[src/rtl/hex_display_ctrl.sv]
// Signed integer to four 7-seg digit codes (HEX3..HEX0) using a serial double-dabble engine.
// Optional build macro HEXCTRL_LZB_EN: blank leading positions instead of showing zeros.
module hex_display_ctrl #(
    parameter int WIDTH = 16
) (
    input  logic             clk,
    input  logic             rst_n,
    input  logic             in_valid,
    input  logic [WIDTH-1:0] in_data,
    output logic             in_ready,
    output logic [3:0]       dig0,
    output logic [3:0]       dig1,
    output logic [3:0]       dig2,
    output logic [3:0]       dig3,
    output logic             out_valid,
    output logic             ovf
);

    localparam logic [1:0] S_IDLE   = 2'd0;
    localparam logic [1:0] S_ABS    = 2'd1;
    localparam logic [1:0] S_SHIFT  = 2'd2;
    localparam logic [1:0] S_FORMAT = 2'd3;

    localparam int CNT_W = $clog2(WIDTH);

    localparam logic [WIDTH-1:0] LIM_POS = WIDTH'(32'd9999);
    localparam logic [WIDTH-1:0] LIM_NEG = WIDTH'(32'd999);

    localparam logic [3:0] CODE_DASH = 4'hA;
`ifdef HEXCTRL_LZB_EN
    localparam logic [3:0] CODE_FILL = 4'hF;
`else
    localparam logic [3:0] CODE_FILL = 4'h0;
`endif

    logic [1:0]       state_q, state_d;
    logic [WIDTH-1:0] data_q, data_d;
    logic             neg_q, neg_d;
    logic             oflag_q, oflag_d;
    logic [15:0]      bcd_q, bcd_d;
    logic [CNT_W-1:0] cnt_q, cnt_d;
    logic [3:0]       dig_q [4];
    logic [3:0]       dig_d [4];
    logic             ovf_q, ovf_d;
    logic             out_valid_q, out_valid_d;

    logic             neg_s;
    logic [WIDTH-1:0] mag_s;
    logic             range_ovf_s;
    logic [15:0]      bcd_adj_s;
    logic [2:0]       sig_n_s;
    logic [3:0]       fmt_s [4];

    // Magnitude and range check of the latched value; -2^(WIDTH-1) maps to 2^(WIDTH-1) unsigned.
    always_comb begin
        neg_s       = data_q[WIDTH-1];
        mag_s       = data_q;
        if (neg_s) begin
            mag_s = ~data_q + WIDTH'(1);
        end else begin
            mag_s = data_q;
        end
        range_ovf_s = (mag_s > LIM_POS) || (neg_s && (mag_s > LIM_NEG));
    end

    // Add-3 correction applied to every BCD nibble before the shift.
    always_comb begin
        bcd_adj_s = 16'h0000;
        for (int i = 0; i < 4; i++) begin
            if (bcd_q[4*i +: 4] >= 4'd5) begin
                bcd_adj_s[4*i +: 4] = bcd_q[4*i +: 4] + 4'd3;
            end else begin
                bcd_adj_s[4*i +: 4] = bcd_q[4*i +: 4];
            end
        end
    end

    // Display formatting: digits below n, minus at n when negative, fill above.
    always_comb begin
        sig_n_s = 3'd1;
        if (bcd_q[15:12] != 4'h0) begin
            sig_n_s = 3'd4;
        end else if (bcd_q[11:8] != 4'h0) begin
            sig_n_s = 3'd3;
        end else if (bcd_q[7:4] != 4'h0) begin
            sig_n_s = 3'd2;
        end else begin
            sig_n_s = 3'd1;
        end
        for (int i = 0; i < 4; i++) begin
            fmt_s[i] = CODE_FILL;
            if (oflag_q) begin
                fmt_s[i] = CODE_DASH;
            end else if (3'(i) < sig_n_s) begin
                fmt_s[i] = bcd_q[4*i +: 4];
            end else if (neg_q && (3'(i) == sig_n_s)) begin
                fmt_s[i] = CODE_DASH;
            end else begin
                fmt_s[i] = CODE_FILL;
            end
        end
    end

    // Next-state logic for the conversion FSM and datapath.
    always_comb begin
        state_d     = state_q;
        data_d      = data_q;
        neg_d       = neg_q;
        oflag_d     = oflag_q;
        bcd_d       = bcd_q;
        cnt_d       = cnt_q;
        ovf_d       = ovf_q;
        out_valid_d = 1'b0;
        for (int i = 0; i < 4; i++) begin
            dig_d[i] = dig_q[i];
        end
        case (state_q)
            S_IDLE: begin
                if (in_valid) begin
                    data_d  = in_data;
                    state_d = S_ABS;
                end else begin
                    state_d = S_IDLE;
                end
            end
            S_ABS: begin
                neg_d   = neg_s;
                data_d  = mag_s;
                oflag_d = range_ovf_s;
                bcd_d   = 16'h0000;
                cnt_d   = CNT_W'(WIDTH - 1);
                state_d = S_SHIFT;
            end
            S_SHIFT: begin
                // Top BCD bit is dropped; anything that large was already flagged in ABS.
                bcd_d  = {bcd_adj_s[14:0], data_q[WIDTH-1]};
                data_d = {data_q[WIDTH-2:0], 1'b0};
                if (cnt_q == {CNT_W{1'b0}}) begin
                    state_d = S_FORMAT;
                end else begin
                    cnt_d = cnt_q - CNT_W'(1);
                end
            end
            S_FORMAT: begin
                for (int i = 0; i < 4; i++) begin
                    dig_d[i] = fmt_s[i];
                end
                ovf_d       = oflag_q;
                out_valid_d = 1'b1;
                state_d     = S_IDLE;
            end
            default: begin
                state_d = S_IDLE;
            end
        endcase
    end

    // State and output registers with synchronous active-low reset.
    always_ff @(posedge clk) begin
        if (!rst_n) begin
            state_q     <= S_IDLE;
            data_q      <= {WIDTH{1'b0}};
            neg_q       <= 1'b0;
            oflag_q     <= 1'b0;
            bcd_q       <= 16'h0000;
            cnt_q       <= {CNT_W{1'b0}};
            ovf_q       <= 1'b0;
            out_valid_q <= 1'b0;
            for (int i = 0; i < 4; i++) begin
                dig_q[i] <= 4'hF;
            end
        end else begin
            state_q     <= state_d;
            data_q      <= data_d;
            neg_q       <= neg_d;
            oflag_q     <= oflag_d;
            bcd_q       <= bcd_d;
            cnt_q       <= cnt_d;
            ovf_q       <= ovf_d;
            out_valid_q <= out_valid_d;
            for (int i = 0; i < 4; i++) begin
                dig_q[i] <= dig_d[i];
            end
        end
    end

    assign in_ready  = (state_q == S_IDLE);
    assign dig0      = dig_q[0];
    assign dig1      = dig_q[1];
    assign dig2      = dig_q[2];
    assign dig3      = dig_q[3];
    assign out_valid = out_valid_q;
    assign ovf       = ovf_q;

endmodule

[config.mk]
export PLATFORM = sky130hd
export DESIGN_NAME = hex_display_ctrl
export DESIGN_NICKNAME = d
export VERILOG_FILES = /design/src/rtl/hex_display_ctrl.sv
export SDC_FILE = /design/constraint.sdc
export NUM_CORES = 1
export LEC_CHECK = 0
export BUFFER_PORTS_ARGS = -buffer_cell sky130_fd_sc_hd__buf_2
export CAP_MARGIN = 0
export CORE_AREA = 2 2 97 99
export CTS_CLUSTER_SIZE = 25
export DETAILED_ROUTE_END_ITERATION = 8
export DIE_AREA = 0 0 99 101
export GPL_ROUTABILITY_DRIVEN = 1
export PLACE_DENSITY = 0.67
export SYNTH_ARGS = -nofsm -noshare
export SYNTH_HDL_FRONTEND = slang
export SYNTH_SLANG_ARGS = --single-unit
[constraint.sdc]
create_clock -name clk -period 5.8 [get_ports clk]
set_clock_uncertainty 0.05 [all_clocks]
set_input_delay 1.16 -clock clk [delete_from_list [all_inputs] [get_ports clk]]
set_output_delay 1.16 -clock clk [all_outputs]
set_load 0.005 [all_outputs]
# Word-level counts from Yosys, hierarchy flattened
# Memory sizes are Yosys's and may differ from the RTL's.
# Cells that the tools add are included.
dict set report classes {
  add_sub_neg 6
  mul 0
  div 0
  n_lt_le_gt_ge 10
  eq_ne 9
  shifts 0
  mux 36
  n_bitwise 5
  n_reduce_logical 16
}
# cell n
set op_table {}
lappend op_table {{4-bit 2-to-1 mux} 20}
lappend op_table {{16-bit 2-to-1 mux} 3}
lappend op_table {{16-bit one-hot mux with 3 select lines} 1}
lappend op_table {{16-bit one-hot mux with 2 select lines} 1}
lappend op_table {{16-bit by 1-bit adder with 16-bit output (second input constant)} 1}
lappend op_table {{4-bit by 3-bit greater-or-equal comparator with 1-bit output (second input constant)} 4}
lappend op_table {{16-bit by 10-bit greater-than comparator with 1-bit output (second input constant)} 1}
lappend op_table {{16-bit by 14-bit greater-than comparator with 1-bit output (second input constant)} 1}
lappend op_table {{16-bit inverter} 1}
lappend op_table {{4-bit by 2-bit adder with 4-bit output (second input constant)} 3}
lappend op_table {{4-bit nonzero test} 3}
lappend op_table {{2-bit one-hot mux with 4 select lines} 1}
lappend op_table {{4-bit one-hot mux with 2 select lines} 1}
lappend op_table {{2-bit by 3-bit == test with 1-bit output (first input constant)} 2}
lappend op_table {{1-bit by 3-bit < comparator with 1-bit output (first input constant)} 2}
lappend op_table {{2-bit by 3-bit < comparator with 1-bit output (first input constant)} 2}
lappend op_table {{2-bit 2-to-1 mux} 3}
lappend op_table {{3-bit 2-to-1 mux} 2}
lappend op_table {{2-bit inequality test (second input constant)} 3}
lappend op_table {{1-bit logical AND} 5}
lappend op_table {{2-bit == test (second input constant)} 2}
lappend op_table {{4-bit logical NOT} 1}
lappend op_table {{1-bit 2-to-1 mux} 4}
lappend op_table {{1-bit OR} 4}
lappend op_table {{10 further kinds} 11}
dict set report totals {
  ff_bits 42
  latch_bits 0
  ramBits 16
  romBits 0
  in_bits 19
  out_inout_bits 19
  wordCells 91
  memories 1
}
# memory depth word_bits rd rd_clocked_by_memory_dff wr line
set memory_table {}
lappend memory_table {dig_q 4 4 4 0 4 42} ;# logic [3:0] dig_q [4];

# Logic depth before layout (Yosys ltp)
dict set report depth {
  word_depth 11
  ltp_mapped 8
  depth_no_buf 7
}

# Worst setup path after synthesis
# Ideal clock, no wire load.
dict set report synth_path {
  path_type {reg2reg}
  startpoint {reg data_q[2]}
  endpoint {reg data_q[13]}
  setup_ns 0.120
  t_arrival_ns 2.103
  required_ns 5.630
  setup_slack_ns 3.527
  path_stages_with_launch 9
  n_path_buf 3
  synth_period_minus_slack_ns 2.273
  path_cell_list {dfxtp_1 > buf_6 > or4_1 > buf_2 > or4_4 > buf_6 > o31ai_4 > nor4_1 > o31a_1}
}
dict set report synth_between {
  elab_chain_cells 4
}
# element line
set synth_lines {}
lappend synth_lines {{from (decl)} 37} ;# logic [WIDTH-1:0] data_q, data_d;
lappend synth_lines {{from (signal assigned)} 162} ;# data_q <= {WIDTH{1'b0}};
lappend synth_lines {{from (signal assigned)} 174} ;# data_q <= data_d;
lappend synth_lines {{16-bit inverter} 59} ;# mag_s = ~data_q + WIDTH'(1);
lappend synth_lines {{16-bit by 1-bit adder with 16-bit output} 59}
lappend synth_lines {{16-bit 2-to-1 mux} 58} ;# if (neg_s) begin
lappend synth_lines {{16-bit one-hot mux with 3 select lines} 117} ;# case (state_q)
# Every way passes these cells.
# A chain may end at the register's enable or synchronous reset.

# Worst setup path after layout
dict set report layout_path {
  startpoint {in rst_n}
  endpoint {reg cnt_q[1]}
}
# element line
set layout_lines {}
lappend layout_lines {{from (decl)} 7} ;# input logic rst_n,
lappend layout_lines {{to (signal assigned)} 166} ;# cnt_q <= {CNT_W{1'b0}};
lappend layout_lines {{to (signal assigned)} 178} ;# cnt_q <= cnt_d;
lappend layout_lines {{to (decl)} 41} ;# logic [CNT_W-1:0] cnt_q, cnt_d;
# No word-level cell between the ends.

==> results.sh <==
export IMPL_max_cap_violations=0
export IMPL_synthFlopType="dfxtp_1"
export IMPL_yosysSeqAreaShare_pct=32.4
export IMPL_ys_async_sr_fraction_pct=0
export IMPL_powerDensity_nw_per_um2=442
export IMPL_root_buffer="clkbuf_8"
export IMPL_final_max_slew_viol_count=0
export IMPL_drtAntennaViolNets=0
export IMPL_grt_max_degree=42
export IMPL_cts_max_path_buffers=2
export IMPL_placed_area_um2=3750
export IMPL_syn_inst=462
export IMPL_avgSynthCellArea_um2=7.75
export IMPL_final_area_um2=3950
export IMPL_dieHeight_um=101
export IMPL_power_uw=1740
export IMPL_n_antenna_cell=0
export IMPL_cts_buffers=9
export IMPL_cts_hold_buf=0
export IMPL_drt_iter0_drc=222
export IMPL_critPathLaunchType="input port"
export IMPL_gp_congestion=0.867
export IMPL_final_cell_mix="58 x dfxtp_1, 52 x nand2_1, 37 x buf_2, 33 x o21ai_0, 31 x a21oi_1"
export IMPL_grt_usage_pct=18.6
export IMPL_worst_slew_pin_slew_ns=1.05
export IMPL_synth_cell_types=62
export IMPL_drive_above_1_share_pct=14.7
export IMPL_die_w_um=99
export IMPL_p_leak_uw=0.00153
export IMPL_fin_crit_ns=2.71
export IMPL_design_die_area_um2=10000
export IMPL_min_period_over_period_pct=46.7
export IMPL_reg2reg_slack_ns=3.32
export IMPL_htreeDepth=3
export IMPL_yosys_warnings=0
export IMPL_final_common_cell="dfxtp_1"
export IMPL_antenna_found_initial=0
export IMPL_ir_drop_v=0.000246
export IMPL_dpl_hpwl_mm=5.89
export IMPL_area_growth_syn_to_layout_pct=10.3
export IMPL_p_int_uw=982
export IMPL_critPathKind="input port to flop"
export IMPL_vias=3363
export IMPL_drt_first_pass_iters=4
export IMPL_drt_wirelength_per_cell_um=15.1
export IMPL_setup_tns_ns=0
export IMPL_grt_overflow=0
export IMPL_cts_clk_slew_worst_paths_ns=0.07
export IMPL_hold_viol=0
export IMPL_fmax_mhz=369
export IMPL_viasPerCell=5.74
export IMPL_netlist_area_um2=3580
export IMPL_finalSetupViolations=0
export IMPL_postRouteWirelength_mm=8.85
export IMPL_worstSkewPairLatency_ns=0.34
export IMPL_status="finished clean"
export IMPL_port_buffers=37
export IMPL_nets=505
export IMPL_synth_seq_cells=58
export IMPL_swShare_pct=43.7
export IMPL_io_pins=38
export IMPL_cts_repair_resized=0
export IMPL_synth_nets=496
export IMPL_fp_coreArea_um2=8980
export IMPL_cts_sinks=58
export IMPL_drc=0
export IMPL_combPwrFrac_pct=44.2
export IMPL_cts_tree="done"
export IMPL_start_util_pct=39.9
export IMPL_rsz0062_at_grt="false"
export IMPL_grt_pass1_vias=3188
export IMPL_crit_path_end_kind="flop"
export IMPL_power_switching_uw=761
export IMPL_holdWs_ns=0.422
export IMPL_rows=35
export IMPL_post_cts_buffers=0
export IMPL_hold_path_class="flop to flop"
export IMPL_required_ns=5.98
export IMPL_p_seq_share_pct=34.6
export IMPL_clock_power_share_pct=21.2
export IMPL_path_max_fanout=34
export IMPL_grt_pass1_wl_mm=15.2
export IMPL_synth_edf_count=0
export IMPL_slew_headroom_pct=29.9
export IMPL_arrival_ns=2.89
==> power by group through the flow <==
stage	logic [uW]	clock network, uW	registers [uW]
after detailed placement	766	0	608
after floorplan	679	0	525
final	771	369	603
after global routing	869	393	619
after global placement	745	0	603
after CTS	772	380	599
==> area by class of cell <==
class / instances / area, um2
Multi-Input combinational cell: 337 / 2150
Timing Repair Buffer: 41 / 215
Sequential cell: 58 / 1160
Fill cell: 909 / 5030
Clock buffer: 10 / 138
Tap cell: 111 / 139
Inverter: 24 / 90.1
Clock inverter: 5 / 55.1
==> routing by layer <==
metal | global-route usage [%] | vias to the layer above | wire, um
li1 | - | 1674 | -
met1 | 22.6 | 1581 | 4000
met2 | 32.3 | 95 | 4260
met3 | 3.61 | 13 | 466
met4 | 7.38 | 0 | 121
met5 | 0 | - | 0
==> state kept, by name (all words and copies together) (netlist names) <==
name / cells
oflag_q: 1
bcd_q: 16
out_valid: 1
state_q: 2
cnt_q: 4
data_q: 16
ovf: 1
dig_q: 16
neg_q: 1
==> metrics by stage <==
| stage | worst slack, ns | instances | utilization [%] |
|---|---|---|---|
| floorplan | 3.53 | 462 | - |
| global placement | 2.73 | 571 | 41.8 |
| detailed placement | 2.72 | 571 | 41.8 |
| CTS | 3.06 | 586 | 44.0 |
| global route | 2.86 | 586 | 44.0 |
| finish | 3.09 | 586 | 44.0 |
==> worst max-delay path: stages <==
cell and delay [ns]:
buf_2 0.47, clkinv_1 0.83, a211oi_1 0.41
==> Yosys cell counts (9+ instances only) <==
library cell	n	area, um2
dfxtp_1	58	1160
nand2_1	52	195
clkbuf_1	39	146
o21ai_0	33	165
a21oi_1	31	155
nor2_1	30	113
inv_1	23	86.3
ha_1	15	188
nor3_1	13	65.1
nand2b_1	11	68.8
and2_1	9	56.3
mux2i_1	9	90.1
o22ai_1	9	56.3
==> final timing paths <==
check | startpoint | end | cells after the start
setup reg to reg | data_q[0] | data_q[8] | 7
setup / recovery | rst_n | cnt_q[1] | 3
hold reg to reg | dig_q[1][3] | dig_q[1][3] | 2
hold / removal | dig_q[1][3] | dig_q[1][3] | 2
==> logic make-up after synthesis <==
family                   after synthesis  synth area share (%)
multiplexers                          10                  2.83
adder cells (fa/ha/maj)               15                  5.24
buffers and inverters                 67                  7.51
flip-flops                            58                  32.4
AND/OR/NAND/NOR                      161                  22.8
AO/OA/AOI/OAI                        139                  26.3
XOR/XNOR                              12                  2.94
(Power assumes the default switching activity.)
